`config.mk`:
```
export PLATFORM = sky130hd
export DESIGN_NAME = dac_spi_master
export DESIGN_NICKNAME = d
export VERILOG_FILES = /design/src/rtl/dac_spi_master.sv
export SDC_FILE = /design/constraint.sdc
export NUM_CORES = 1
export LEC_CHECK = 0
export ABC_AREA = 1
export BUFFER_PORTS_ARGS = -buffer_cell sky130_fd_sc_hd__buf_2
export CORE_ASPECT_RATIO = 1.75
export CORE_UTILIZATION = 50
export DETAILED_ROUTE_END_ITERATION = 16
export HOLD_SLACK_MARGIN = 0.05
export PLACE_DENSITY = 0.72
export SYNTH_ARGS = -nofsm -noshare
export SYNTH_HDL_FRONTEND = slang
export SYNTH_SLANG_ARGS = --single-unit
export TNS_END_PERCENT = 100
```
`constraint.sdc`:
```
create_clock -name clk -period 2.15 [get_ports clk]
set_input_delay 0.3225 -clock clk [delete_from_list [all_inputs] [get_ports clk]]
set_output_delay 0.3225 -clock clk [all_outputs]
set_load 0.03 [all_outputs]
```
`src/rtl/dac_spi_master.sv`:
```
//-----------------------------------------------------------------------------
// dac_spi_master
//
// Serialises 24-bit DAC frame words from an AXI-Stream-style input onto a
// SPI-like DAC interface (SCLK / SYNC_n / SDIN), then strobes LDAC_n so the
// DAC moves the new code to its output.
//
// A frame is: SYNC_n low for CS_SETUP cycles, 24 SCLK periods (MSB first,
// each bit CLK_DIV cycles high then CLK_DIV cycles low, data changing with
// SCLK rising so the DAC can sample on the falling edge), CS_HOLD cycles with
// SYNC_n still low, then GAP cycles with SYNC_n high. The LDAC_n pulse sits
// at the start of GAP.
//
// Ports
//   clk            system clock, all logic on the rising edge
//   rst_n          asynchronous active-low reset
//   s_axis_tdata   24-bit frame word, bit 23 shifted out first
//   s_axis_tvalid  upstream word valid
//   s_axis_tready  registered ready, high only in IDLE
//   dac_sclk       SPI clock, idles low
//   dac_sync_n     frame select, active-low
//   dac_sdin       serial data, forced low while dac_sync_n is high
//   dac_ldac_n     load-DAC strobe, active-low
//   busy           high in every state except IDLE
//   frame_done     one-cycle pulse on the first GAP cycle of each frame
//
// State table
//   state   | meaning
//   --------+----------------------------------------------------------
//   IDLE    | ready for a word; SYNC_n high, SCLK low
//   SETUP   | SYNC_n low, bit 23 on SDIN, waiting CS_SETUP cycles
//   SHIFT   | 24 SCLK periods, bit counter 23 down to 0
//   HOLD    | SYNC_n low after the last falling edge, SDIN holds bit 0
//   GAP     | SYNC_n high, frame_done pulse, LDAC_n pulse, then IDLE
//-----------------------------------------------------------------------------
module dac_spi_master #(
    parameter int CLK_DIV    = 4,
    parameter int CS_SETUP   = 2,
    parameter int CS_HOLD    = 2,
    parameter int GAP        = 4,
    parameter int LDAC_PULSE = 2
) (
    input  logic        clk,
    input  logic        rst_n,
    input  logic [23:0] s_axis_tdata,
    input  logic        s_axis_tvalid,
    output logic        s_axis_tready,
    output logic        dac_sclk,
    output logic        dac_sync_n,
    output logic        dac_sdin,
    output logic        dac_ldac_n,
    output logic        busy,
    output logic        frame_done
);

    localparam int CNT_W = 16;

    localparam logic [2:0] S_IDLE  = 3'd0;
    localparam logic [2:0] S_SETUP = 3'd1;
    localparam logic [2:0] S_SHIFT = 3'd2;
    localparam logic [2:0] S_HOLD  = 3'd3;
    localparam logic [2:0] S_GAP   = 3'd4;

    // Timers are loaded with (length - 1) and terminate at zero, so a
    // phase of N cycles spends exactly N cycles in its state.
    localparam logic [CNT_W-1:0] SETUP_LD = CNT_W'(CS_SETUP - 1);
    localparam logic [CNT_W-1:0] HALF_LD  = CNT_W'(CLK_DIV - 1);
    localparam logic [CNT_W-1:0] HOLD_LD  = CNT_W'(CS_HOLD - 1);
    localparam logic [CNT_W-1:0] GAP_LD   = CNT_W'(GAP - 1);
    localparam logic [CNT_W-1:0] LDAC_LD  = (LDAC_PULSE > 0) ? CNT_W'(LDAC_PULSE - 1) : '0;
    localparam logic [CNT_W-1:0] ONE      = CNT_W'(1);

    logic [2:0]       state;
    logic [CNT_W-1:0] tmr;
    logic [CNT_W-1:0] ldac_tmr;
    logic [4:0]       bit_cnt;
    logic [23:0]      shreg;
    logic             xfer;

    assign xfer = s_axis_tvalid && s_axis_tready;

    always_ff @(posedge clk or negedge rst_n) begin
        if (!rst_n) begin
            state         <= S_IDLE;
            tmr           <= '0;
            ldac_tmr      <= '0;
            bit_cnt       <= '0;
            shreg         <= '0;
            s_axis_tready <= 1'b0;
            dac_sclk      <= 1'b0;
            dac_sync_n    <= 1'b1;
            dac_sdin      <= 1'b0;
            dac_ldac_n    <= 1'b1;
            busy          <= 1'b0;
            frame_done    <= 1'b0;
        end else begin
            frame_done <= 1'b0;

            case (state)
                S_IDLE: begin
                    if (xfer) begin
                        shreg         <= s_axis_tdata;
                        state         <= S_SETUP;
                        tmr           <= SETUP_LD;
                        s_axis_tready <= 1'b0;
                        dac_sync_n    <= 1'b0;
                        dac_sdin      <= s_axis_tdata[23];
                        busy          <= 1'b1;
                    end else begin
                        // Also raises ready on the first edge after reset.
                        s_axis_tready <= 1'b1;
                    end
                end

                S_SETUP: begin
                    if (tmr == '0) begin
                        state    <= S_SHIFT;
                        tmr      <= HALF_LD;
                        bit_cnt  <= 5'd23;
                        dac_sclk <= 1'b1;
                        dac_sdin <= shreg[23];
                    end else begin
                        tmr <= tmr - ONE;
                    end
                end

                S_SHIFT: begin
                    if (tmr != '0) begin
                        tmr <= tmr - ONE;
                    end else if (dac_sclk) begin
                        // High half done: falling edge, DAC samples SDIN here.
                        dac_sclk <= 1'b0;
                        tmr      <= HALF_LD;
                    end else if (bit_cnt == 5'd0) begin
                        // Low half of bit 0 done; SDIN keeps bit 0 into HOLD.
                        state <= S_HOLD;
                        tmr   <= HOLD_LD;
                    end else begin
                        // Next bit goes out together with the rising edge.
                        bit_cnt  <= bit_cnt - 5'd1;
                        shreg    <= {shreg[22:0], 1'b0};
                        dac_sdin <= shreg[22];
                        dac_sclk <= 1'b1;
                        tmr      <= HALF_LD;
                    end
                end

                S_HOLD: begin
                    if (tmr == '0) begin
                        state      <= S_GAP;
                        tmr        <= GAP_LD;
                        dac_sync_n <= 1'b1;
                        dac_sdin   <= 1'b0;
                        frame_done <= 1'b1;
                        if (LDAC_PULSE > 0) begin
                            dac_ldac_n <= 1'b0;
                            ldac_tmr   <= LDAC_LD;
                        end
                    end else begin
                        tmr <= tmr - ONE;
                    end
                end

                S_GAP: begin
                    // GAP >= LDAC_PULSE, so the strobe always ends by IDLE.
                    if (!dac_ldac_n) begin
                        if (ldac_tmr == '0) begin
                            dac_ldac_n <= 1'b1;
                        end else begin
                            ldac_tmr <= ldac_tmr - ONE;
                        end
                    end
                    if (tmr == '0) begin
                        state         <= S_IDLE;
                        busy          <= 1'b0;
                        s_axis_tready <= 1'b1;
                    end else begin
                        tmr <= tmr - ONE;
                    end
                end

                default: begin
                    state         <= S_IDLE;
                    s_axis_tready <= 1'b0;
                    dac_sclk      <= 1'b0;
                    dac_sync_n    <= 1'b1;
                    dac_sdin      <= 1'b0;
                    dac_ldac_n    <= 1'b1;
                    busy          <= 1'b0;
                end
            endcase
        end
    end

endmodule

```
After elaboration in Yosys (flattened, before gate mapping) --
Index checks and enable logic that the tools add are counted.
Storage, ports and cells: output and inout port bits 7, bits of input ports 27, word-level logic and storage cells 113, bits in registers 71
Cells by class: bitwise gates (word level) 5, $add $sub $neg 3, equal/unequal tests 15, reduce and logical (&&, ||, !) cells 26, muxes and demuxes 52
Operator list (number):
- $mux 16 | 7
- $mux 24 | 4
- $pmux 16 s4 | 1
- $pmux 24 s2 | 1
- $logic_not 16->1 | 2
- $pmux 16 s2 | 1
- $sub 16x1->16 const B | 2
- $ne 2x2->1 const B | 11
- $mux 3 | 7
- $mux 5 | 4
- $mux 1 | 17
- $reduce_bool 16->1 | 1
- $pmux 1 s3 | 5
- $pmux 3 s5 | 1
- $reduce_and 7->1 | 2
- $reduce_and 3->1 | 4
- $reduce_or 3->1 | 4
- $pmux 5 s2 | 1
- $reduce_and 5->1 | 2
- $eq 3x2->1 const B | 2
- $reduce_bool 2->1 | 3
- $logic_not 5->1 | 1
- $not 1->1 | 5
- $pmux 1 s5 | 1
- other kinds (10) | 12

Logic depth before layout (Yosys ltp) --
word-level depth 5, gate-level depth with buffers 12, depth with buffers taken out 11

Worst setup path after synthesis --
OpenSTA, ideal clock, no wires.
kind register -> register, from register tmr[0], to register shreg[10], slack 0.528 ns, period minus slack after synthesis 1.622 ns, stages on the path, launching flop included 12, data arrival time 1.506 ns, cells stage by stage dfrtp_1 > inv_1 > ha_1 > nand2_1 > nor2_1 > nand2_1 > buf_2 > nand2_2 > nand2_4 > buf_6 > nand2_1 > nand2_1
Between the ends: longest elaborated chain between the ends 3
Ends and longest elaborated chain:
- start: declaration | line 74 | logic [CNT_W-1:0] tmr;
- start signal: assignment | line 123 | tmr <= tmr - ONE;
- start signal: assignment | line 129 | tmr <= tmr - ONE;
- start signal: assignment | line 160 | tmr <= tmr - ONE;
- $reduce_bool 16->1 | line 128 | if (tmr != '0) begin
- $ne 2x2->1 (no line)
- $reduce_and 5->1 (no line)
- end signal: assignment | line 102 | shreg <= s_axis_tdata;
- end signal: assignment | line 141 | shreg <= {shreg[22:0], 1'b0};
- end: declaration | line 77 | logic [23:0] shreg;
No other way between the ends. A chain may end at the register's enable or synchronous reset.

Final worst setup path --
from register tmr[0], to register ldac_tmr[1]
Between the ends: longest elaborated chain between the ends 3
Ends and longest elaborated chain:
- $logic_not 16->1 | line 149 | if (tmr == '0) begin
- $ne 2x2->1 (no line)
- $reduce_and 4->1 (no line)
- end signal: assignment | line 170 | ldac_tmr <= ldac_tmr - ONE;
- end: declaration | line 75 | logic [CNT_W-1:0] ldac_tmr;
No other way between the ends.

==> out/results.txt <==
Status - finished, final reports clean
First-pass GRT wire length - 16.6 mm
Crit share post-route - 90.0%
Post-Syn Area - 0.00424 mm²
DR WL/cell - 12.9 µm
F_max - 517 MHz
Worst-Margin Slew - 404 ps
Share of post-route cells with drive strength above 1 - 13.1%
Synth warnings - 0
RD Place Congestion - 0.940
Slowest cell delay on critical path - 380 ps
DRC - 0
DP Area - 0.00451 mm²
Yosys top cell by area - dfrtp_1
Most frequent cells after synthesis - nand2_1 (271), nor2_1 (71), dfrtp_1 (69), nand3_1 (59), inv_1 (43)
Combinational Power Share - 2.6%
WP data arrival - 2140 ps
Die area - 0.00887 mm²
Switch Pwr - 601 µW
Max VDD drop - 457 µV
Clock Pin Slew Worst Setup and Hold Paths - 60 ps
Inst Count DP - 739
Multiplexer area fraction after synthesis - 0%
CTS tree - built
EDFF count, synth - 0
Max-slew violations - 0
Largest delay share family, worst path - simple AND/OR/NAND/NOR gates
FFs w/ async S/R, synth - 100%
Switching Share - 21.0%
Vias per cell - 5.21
CTS HTree Levels - 3
Count leader, synth - nand2_1
Buf+Inv Stages, Crit Path - 2
Largest family of logic cells by synthesized area - simple AND/OR/NAND/NOR gates
Synthesis-to-layout area growth - 14.2%
Die W - 71.6 µm
Detailed Routing Iterations Pass 1 - 7
Crit-path cells - inv_1 -> ha_1 -> nand2_1 -> nor2_1 -> nand2_2 -> nand2_2 -> nand3_2 -> buf_4 -> nand2_1 -> o21ai_0
Final min period - 1930 ps
Starting Density - 51.3%
Top FF cell, synth - dfrtp_1
Flop pwr share - 46.8%
Post-synthesis compound-gate area fraction - 4.46%
Synth Instances - 621
Internal power - 2.26 mW
Port bufs - 33
Total Routed Length - 9.77 mm
Critical Path Source Type - flip-flop
Setup repair after global routing missed its margin - false
Final nets - 692
Largest net degree at the start of global routing - 72
Final hold vios - 0
WS Path Type - flip-flop to flip-flop
Max-Cap Viols - 0
Fin cells - 757
Antenna Nets Post-Route - 0
Row count - 44
Mean Syn Cell Area - 6.83 µm²
Post-route cell area - 0.00484 mm²
Synth Area in XOR/XNOR - 4.34%
Initial drt markers - 235
Clock power share - 50.6%
Critical path endpoint category - flip-flop
WP data required - 2360 ps
DP HPWL - 7.05 mm
Total chip power - 2.86 mW
Share of the yosys chip area belonging to registers - 42.0%
LEAKAGE - 2.83 nW
Total global-route track usage - 23.9%
Syn nets - 652
Finished Core Util - 58.7%
Clock Latency Late Sink - 330 ps
IO Pins - 34
Slew headroom - 73.1%
Final TNS setup - 0 ps
Min-delay worst type - input port to flip-flop
Overflow after GRT - 0
Vias in the first global route - 3795
Yosys cell types - 31
# setup viols final - 0
Skew final - 3.22 ps
Die H - 124 µm
Via count - 3943
Top-area cell type share of the netlist area - 40.7%
CTS buffer count - 9
# clock sinks - 71
Synth Register Bits - 71
Crit-path slowest cell - dfrtp_1
Worst-case clock buffer depth - 2
Root buf cell - clkbuf_16
Power per cell area - 590 mW/mm²
Adder-cell share of the synthesized area - 1.18%
Antenna violations before repair - 0
Crit Path Max Fanout - 13
# diodes - 0
Largest cells by area after synthesis - dfrtp_1 (41%), nand2_1 (24%), nand3_1 (7.0%)
Core footprint - 0.00826 mm²
Post-synthesis simple-gate area fraction - 41.0%
==> power groups by stage <==
stage / Combinational [mW] / Sequential [mW] / Clock, mW
floorplan: 0.0200 / 1.36 / 0
global placement: 0.0764 / 1.36 / 0
detailed placement: 0.0771 / 1.36 / 0
CTS: 0.0783 / 1.34 / 1.47
global route: 0.0880 / 1.34 / 1.53
finish: 0.0749 / 1.34 / 1.45
==> cell families (layout without fill, tap and decap cells) <==
| family | after synthesis | in the layout |
|---|---|---|
| AND/OR/NAND/NOR | 423 | 423 |
| XOR/XNOR | 21 | 21 |
| adder cells (fa/ha/maj) | 4 | 4 |
| AO/OA/AOI/OAI | 34 | 34 |
| flip-flops | 71 | 71 |
| buffers and inverters | 68 | 112 |
==> path summary, 6_finish.rpt <==
kind / from / to / cells past startpoint / slack [ps]
min in group asynchronous: rst_n / ldac_tmr[4] / 3 / 510
setup / recovery: tmr[0] / ldac_tmr[1] / 10 / 220
hold / removal: s_axis_tdata[0] / shreg[0] / 3 / 280
hold reg to reg: dac_sdin / dac_sdin / 2 / 470
max in group asynchronous: rst_n / dac_sync_n / 3 / 1250
setup reg to reg: tmr[0] / ldac_tmr[1] / 10 / 220
==> tightest hold or removal path: stages <==
cell and delay, ps:
buf_2 90, nand2_1 50, o21ai_0 90
==> sequential cells by signal, indices dropped and copies added, names as in the netlist, 3 cells and up <==
register,cells
ldac_tmr,16
shreg,24
state,3
tmr,16
bit_cnt,5
==> stage by stage <==
step | hold slack [ps] | setup slack (ps)
3_3_place_gp | 381 | 114
6_report | 281 | 216
2_1_floorplan | 26.9 | 528
3_5_place_dp | 383 | 44.6
4_1_cts | 280 | 40.2
5_1_grt | 281 | 4.07
==> cells in the final DEF (no fill, tap or decap), types with 2 or more instances in the layout <==
master     Yosys  layout
nand2_1      271     268
clkbuf_16      0       9
xnor2_1        7       7
inv_1         43      42
dfstp_2        2       2
nor3_1         3       3
nor2_2         2       4
ha_1           4       4
o211ai_1       2       2
buf_4          4      11
clkinv_4       0       2
xor2_1        14      14
or2_2          2       2
nand3_1       59      58
nor2_1        71      69
buf_2         11      33
nand2_2        2       5
a21oi_1        3       3
inv_2          6       6
nand2_4        2       2
nand4_1        8       8
clkinv_2       0       3
o21ai_0       24      24
dfrtp_1       69      69
==> final cells by class <==
cell class / count / area [µm²]
Clock buffer: 9 / 225
Clock inverter: 6 / 62.6
Fill cell: 795 / 3410
Inverter: 49 / 188
Multi-Input combinational cell: 482 / 2180
Sequential cell: 71 / 1780
Tap cell: 92 / 115
Timing Repair Buffer: 47 / 289
Timing Repair inverter: 1 / 5.00
==> what timing repair did <==
action                     in CTS  in global routing
setup buffers                   0                  1
resized for setup               0                  8
hold buffers                    1                  0
setup endpoints to repair       0                 48
hold endpoints to repair       69                  0
==> metal layers <==
layer	part of all wire (%)	vias up	track usage (%)
li1	-	2013	-
met1	41	1839	25.8
met2	53	69	43.9
met3	2.9	22	4.77
met4	3.0	0	11.5
met5	0	-	0
Note: power is estimated with default switching activity, not from simulation.
